===== config.mk =====
export PLATFORM = sky130hd
export DESIGN_NAME = vram_write_port
export DESIGN_NICKNAME = d
export VERILOG_FILES = /design/src/rtl/vram_write_port.sv
export SDC_FILE = /design/constraint.sdc
export NUM_CORES = 1
export LEC_CHECK = 0
export BUFFER_PORTS_ARGS = -buffer_cell sky130_fd_sc_hd__clkbuf_2
export CAP_MARGIN = 20
export CORE_ASPECT_RATIO = 0.9
export CORE_UTILIZATION = 50
export CTS_CLUSTER_SIZE = 24
export DETAILED_ROUTE_END_ITERATION = 8
export GPL_ROUTABILITY_DRIVEN = 0
export HOLD_SLACK_MARGIN = 0.03
export PLACE_DENSITY = 0.74
export SLEW_MARGIN = 0
export SYNTH_ARGS = -nofsm -noshare
export SYNTH_HDL_FRONTEND = slang
export SYNTH_SLANG_ARGS = --single-unit

===== constraint.sdc =====
create_clock -name clk -period 3.9 [get_ports clk]
set_input_delay 0.195 -clock clk [delete_from_list [all_inputs] [get_ports clk]]
set_output_delay 0.195 -clock clk [all_outputs]
set_load 0.01 [all_outputs]

===== src/rtl/vram_write_port.sv =====
// rtl/vram_write_port.sv - snoops CPU stores into the display file and drains them to video RAM.
// Optional BORDER_REG_EN adds a 3-bit border register loaded by IO writes to even ports.
module vram_write_port #(
  parameter logic [15:0] BASE_ADDR = 16'h4000,
  parameter int          WIN_SIZE  = 6912,
  parameter int          FIFO_AW   = 3
) (
  input  logic               clk,
  input  logic               reset_n,
  input  logic [15:0]        cpu_addr,
  input  logic [7:0]         cpu_dout,
  input  logic               cpu_mreq_n,
  input  logic               cpu_iorq_n,
  input  logic               cpu_wr_n,
  input  logic               vram_ready,
  output logic               vram_we,
  output logic [12:0]        vram_addr,
  output logic [7:0]         vram_din,
  output logic [FIFO_AW:0]   fifo_level,
`ifdef BORDER_REG_EN
  output logic [2:0]         border,
`endif
  output logic               overflow
);

  localparam int          DEPTH     = 1 << FIFO_AW;
  localparam logic [15:0] WIN_LIMIT = 16'(WIN_SIZE);

  typedef enum logic {IDLE, WRITE} state_t;
  state_t state;

  logic              mw, mw_n_q, mw_event;
  logic [15:0]       off;
  logic              in_win, push_req, push, pop, empty, full;
  logic [FIFO_AW:0]  wr_ptr, rd_ptr;
  logic [20:0]       mem [DEPTH];
  logic [20:0]       head;

  assign mw       = !cpu_mreq_n && !cpu_wr_n && cpu_iorq_n;
  assign mw_event = mw && mw_n_q;
  assign off      = cpu_addr - BASE_ADDR;
  assign in_win   = (cpu_addr >= BASE_ADDR) && (off < WIN_LIMIT);
  assign push_req = mw_event && in_win;

  // Extra pointer bit distinguishes full from empty when the indices match.
  assign empty = (wr_ptr == rd_ptr);
  assign full  = (wr_ptr[FIFO_AW] != rd_ptr[FIFO_AW]) &&
                 (wr_ptr[FIFO_AW-1:0] == rd_ptr[FIFO_AW-1:0]);
  assign pop   = !empty && vram_ready;
  assign push  = push_req && (!full || pop);
  assign head  = mem[rd_ptr[FIFO_AW-1:0]];
  assign fifo_level = wr_ptr - rd_ptr;

  always_ff @(posedge clk) begin
    if (push) mem[wr_ptr[FIFO_AW-1:0]] <= {off[12:0], cpu_dout};
  end

  always_ff @(posedge clk or negedge reset_n) begin
    if (!reset_n) begin
      mw_n_q   <= 1'b1;
      wr_ptr   <= '0;
      rd_ptr   <= '0;
      overflow <= 1'b0;
    end else begin
      mw_n_q <= !mw;
      if (push) wr_ptr <= wr_ptr + 1'b1;
      if (pop)  rd_ptr <= rd_ptr + 1'b1;
      if (push_req && full && !pop) overflow <= 1'b1;
    end
  end

  always_ff @(posedge clk or negedge reset_n) begin
    if (!reset_n) begin
      state     <= IDLE;
      vram_we   <= 1'b0;
      vram_addr <= '0;
      vram_din  <= '0;
    end else begin
      case (state)
        IDLE: begin
          if (pop) begin
            vram_we   <= 1'b1;
            vram_addr <= head[20:8];
            vram_din  <= head[7:0];
            state     <= WRITE;
          end else begin
            vram_we <= 1'b0;
          end
        end
        WRITE: begin
          if (pop) begin
            vram_we   <= 1'b1;
            vram_addr <= head[20:8];
            vram_din  <= head[7:0];
          end else begin
            vram_we <= 1'b0;
            state   <= IDLE;
          end
        end
        default: begin
          vram_we <= 1'b0;
          state   <= IDLE;
        end
      endcase
    end
  end

`ifdef BORDER_REG_EN
  logic io_wr, io_n_q;
  assign io_wr = !cpu_iorq_n && !cpu_wr_n && cpu_mreq_n;

  always_ff @(posedge clk or negedge reset_n) begin
    if (!reset_n) begin
      io_n_q <= 1'b1;
      border <= 3'b000;
    end else begin
      io_n_q <= !io_wr;
      if (io_wr && io_n_q && !cpu_addr[0]) border <= cpu_dout[2:0];
    end
  end
`endif

endmodule


==> results.yml <==
status:
  status: "finished, final reports clean"
power_and_ir_drop:
  p_int_uw: 4090
  clockPowerShare_pct: 26.7
  ir_drop_v: 0.000412
  power_frac_seq_pct: 45.0
  p_sw_uw: 1830
  leakagePower_uw: 0.00330
  power_uw: 5920
  power.density_mw_per_mm2: 653
  sw_frac_of_total_pct: 31.0
  power_frac_comb_pct: 28.3
logic_synthesis:
  yosys.cell_count.top_type: "edfxtp_1"
  ys_top_cells_by_area: "edfxtp_1 (64%), dfrtp_1 (9.8%), mux2_2 (6.0%)"
  synthTopCellsByCount: "edfxtp_1 (168), mux2_2 (42), mux2i_1 (42)"
  syn_inst: 458
  synth_cell_types: 38
  ys_warn_count: 0
  yosys_register_bits: 200
  synth_area_per_cell_um2: 17.3
  synth_top_flop_cell: "edfxtp_1"
  synth_seq_area_share_pct: 73.9
  synth_nets: 494
  synthArstFlopShare_pct: 16.0
  synth_top_area_share_pct: 63.7
  synth_top_area_cell: "edfxtp_1"
  synth_edf_count: 168
  syn-cell-area_mm2: 0.00791
route:
  drt-total-wl_um: 15100
  ant_nets: 0
  vias: 4155
  wl_met1_um: 6680
  drtIter0Drc: 360
  wl_met3_um: 796
  top_layer_used: "met4"
  drc: 0
  route.met2.wl_um: 7340
  drtPass1Iterations: 6
  via_per_inst: 5.55
  post_drt_wl_per_cell_um: 20.2
cts:
  numCtsBuffers: 17
  clockBufferDepth: 2
  cts_sinks: 200
  clk_latency_ns: 0.43
  clkTransAtPathRegs_ns: 0.07
  cts_max_level: 4
  cts_root_buffer: "clkbuf_16"
  cts_setup_buffers: 0
  cts_tree: "done"
  cts_resized: 0
timing:
  max_freq_ghz: 0.393
  fin_skew_ns: 0.00855
  setup_ws_ns: 1.36
  fin_crit_sh_pct: 65.2
  finalSetupViolations: 0
  finalHoldViolCount: 0
  setup_tns_ns: 0
  slew_violations: 0
  max-slew-margin-rel_pct: 33.7
  rsz0062_at_grt: "false"
  timing.final.crit_period_ns: 2.54
  tightest_slew_ns: 0.994
cells_and_area:
  finalNetCount: 570
  diodes: 0
  drive_gt1_share_pct: 29.1
  final_cells: 749
  final_area_mm2: 0.00906
  synthToLayoutAreaGrowth_pct: 14.5
  regArea_mm2: 0.00585
  fill_cells: 1138
  multi_input_area_mm2: 0.00187
global_routing:
  grt-ovfl-total: 0
  grt_pass1_wl_um: 23100
  grt_max_degree: 53
  track_usage_pct: 19.8
  antenna_found_initial: 0
  grt_pass1_vias: 4179
worst_setup_path:
  start_kind: "flip-flop"
  rr_worst_depth: 6
  arrival_ns: 2.65
  r2r_setup_slack_ns: 1.36
  end_kind: "flip-flop"
  timing.rr.end: "mem[2][11]"
  worstSetupPathType: "reg -> reg"
  reg2reg_from: "rd_ptr[0]"
  cp_max_fo: 37
  crit_required_ns: 4.00
floorplan:
  die_area_mm2: 0.0163
  fp.dieW_um: 135
  die_height_um: 121
  initial_core_util_pct: 51.3
  rows: 43
  ioPinCount: 57
  core_area_mm2: 0.0154
hold_path:
  hp-class: "in -> reg"
  hold_end: "mem[4][5]"
  hold_depth: 1
  worstHoldStart: "cpu_dout[5]"
job:
  maxCapViolCount: 0
placed_design:
  placed_cells: 708
  port_buffers: 56
  place_worst_setup_slack_ns: 1.35
  dpl_cell_area_mm2: 0.00844
  dp_hpwl_um: 8960
flip-flops by register name (all words and copies together) (netlist names):
register and flops:
rd_ptr 4, mw_n_q 1, state 1, vram_din 8
vram_addr 13, overflow 1, mem 168, wr_ptr 4
cell families after synthesis:
logic type	count (synthesis)	synth area share, %
flops	200	73.9
simple gates	52	3.16
xor+xnor	10	1.11
fa+ha+maj	6	1.04
compound gates	71	6.34
mux	85	11.5
buf+inv	34	2.99
layer usage:
metal / global-route usage (%) / vias to the layer above
li1: - / 1935
met1: 25.7 / 2088
met2: 31.6 / 107
met3: 5.60 / 25
met4: 8.22 / 0
met5: 0 / -
cell usage in the layout (no fill, tap or decap), types with 4 or more instances in the layout:
cell / n
buf_4: 16
nor3_2: 5
mux2_2: 42
dlygate4sd3_1: 8
dfrtp_1: 30
edfxtp_1: 168
mux2i_1: 42
inv_1: 9
clkbuf_2: 56
xnor2_1: 9
o21ai_1: 21
nand3_1: 5
clkbuf_16: 17
ha_1: 5
a221o_1: 21
clkinvlp_4: 4
o22ai_1: 21
nand2_1: 27
power by group through the flow:
stage	Combinational, uW	Clock, uW	Sequential [uW]
after floorplan	1280	0	2650
after global placement	1580	0	2700
after detailed placement	1660	0	2710
after CTS	1670	1600	2670
after global routing	1810	1680	2690
final	1680	1580	2660
critical path, cell delays in order, from the launching register on:
cell     delay [ns]
dfrtp_4        0.77
ha_1           0.35
nand3_1        0.18
or3_4          0.20
nand3_1        0.17
nor3_2         0.18
buf_4          0.34
metrics by stage:
step	hold WS [ns]	utilization, %
floorplan	-0.101	-
global placement	0.402	54.5
detailed placement	0.420	54.7
CTS	0.0335	58.6
global route	0.0440	58.7
finish	0.0455	58.7
timing repair:
item / 4_1_cts / 5_1_grt
hold buffers: 8 / 0
endpoints found under the setup margin: 0 / 0
endpoints found under the hold margin: 72 / 0
worst max path at each step:
stage | cells after the start | end | startpoint | slack, ns
floorplan | 7 | mem[0][0] | wr_ptr[0] | 0.10
global placement | 6 | mem[6][5] | rd_ptr[0] | 1.42
detailed placement | 6 | mem[6][5] | rd_ptr[0] | 1.35
CTS | 6 | mem[2][2] | rd_ptr[0] | 1.34
global route | 6 | mem[6][1] | rd_ptr[0] | 1.24
finish | 6 | mem[2][11] | rd_ptr[0] | 1.36
area by class of cell:
cell class | count | share of cell area [%]
clock buffers | 20 | 4.82
inverters | 9 | 0.373
well taps | 202 | 2.79
repair buffers | 82 | 5.77
clock inverters | 12 | 1.01
multi-input cells | 224 | 20.7
flip-flops and latches | 200 | 64.6
No activity file was read; power rests on OpenSTA's default activity.
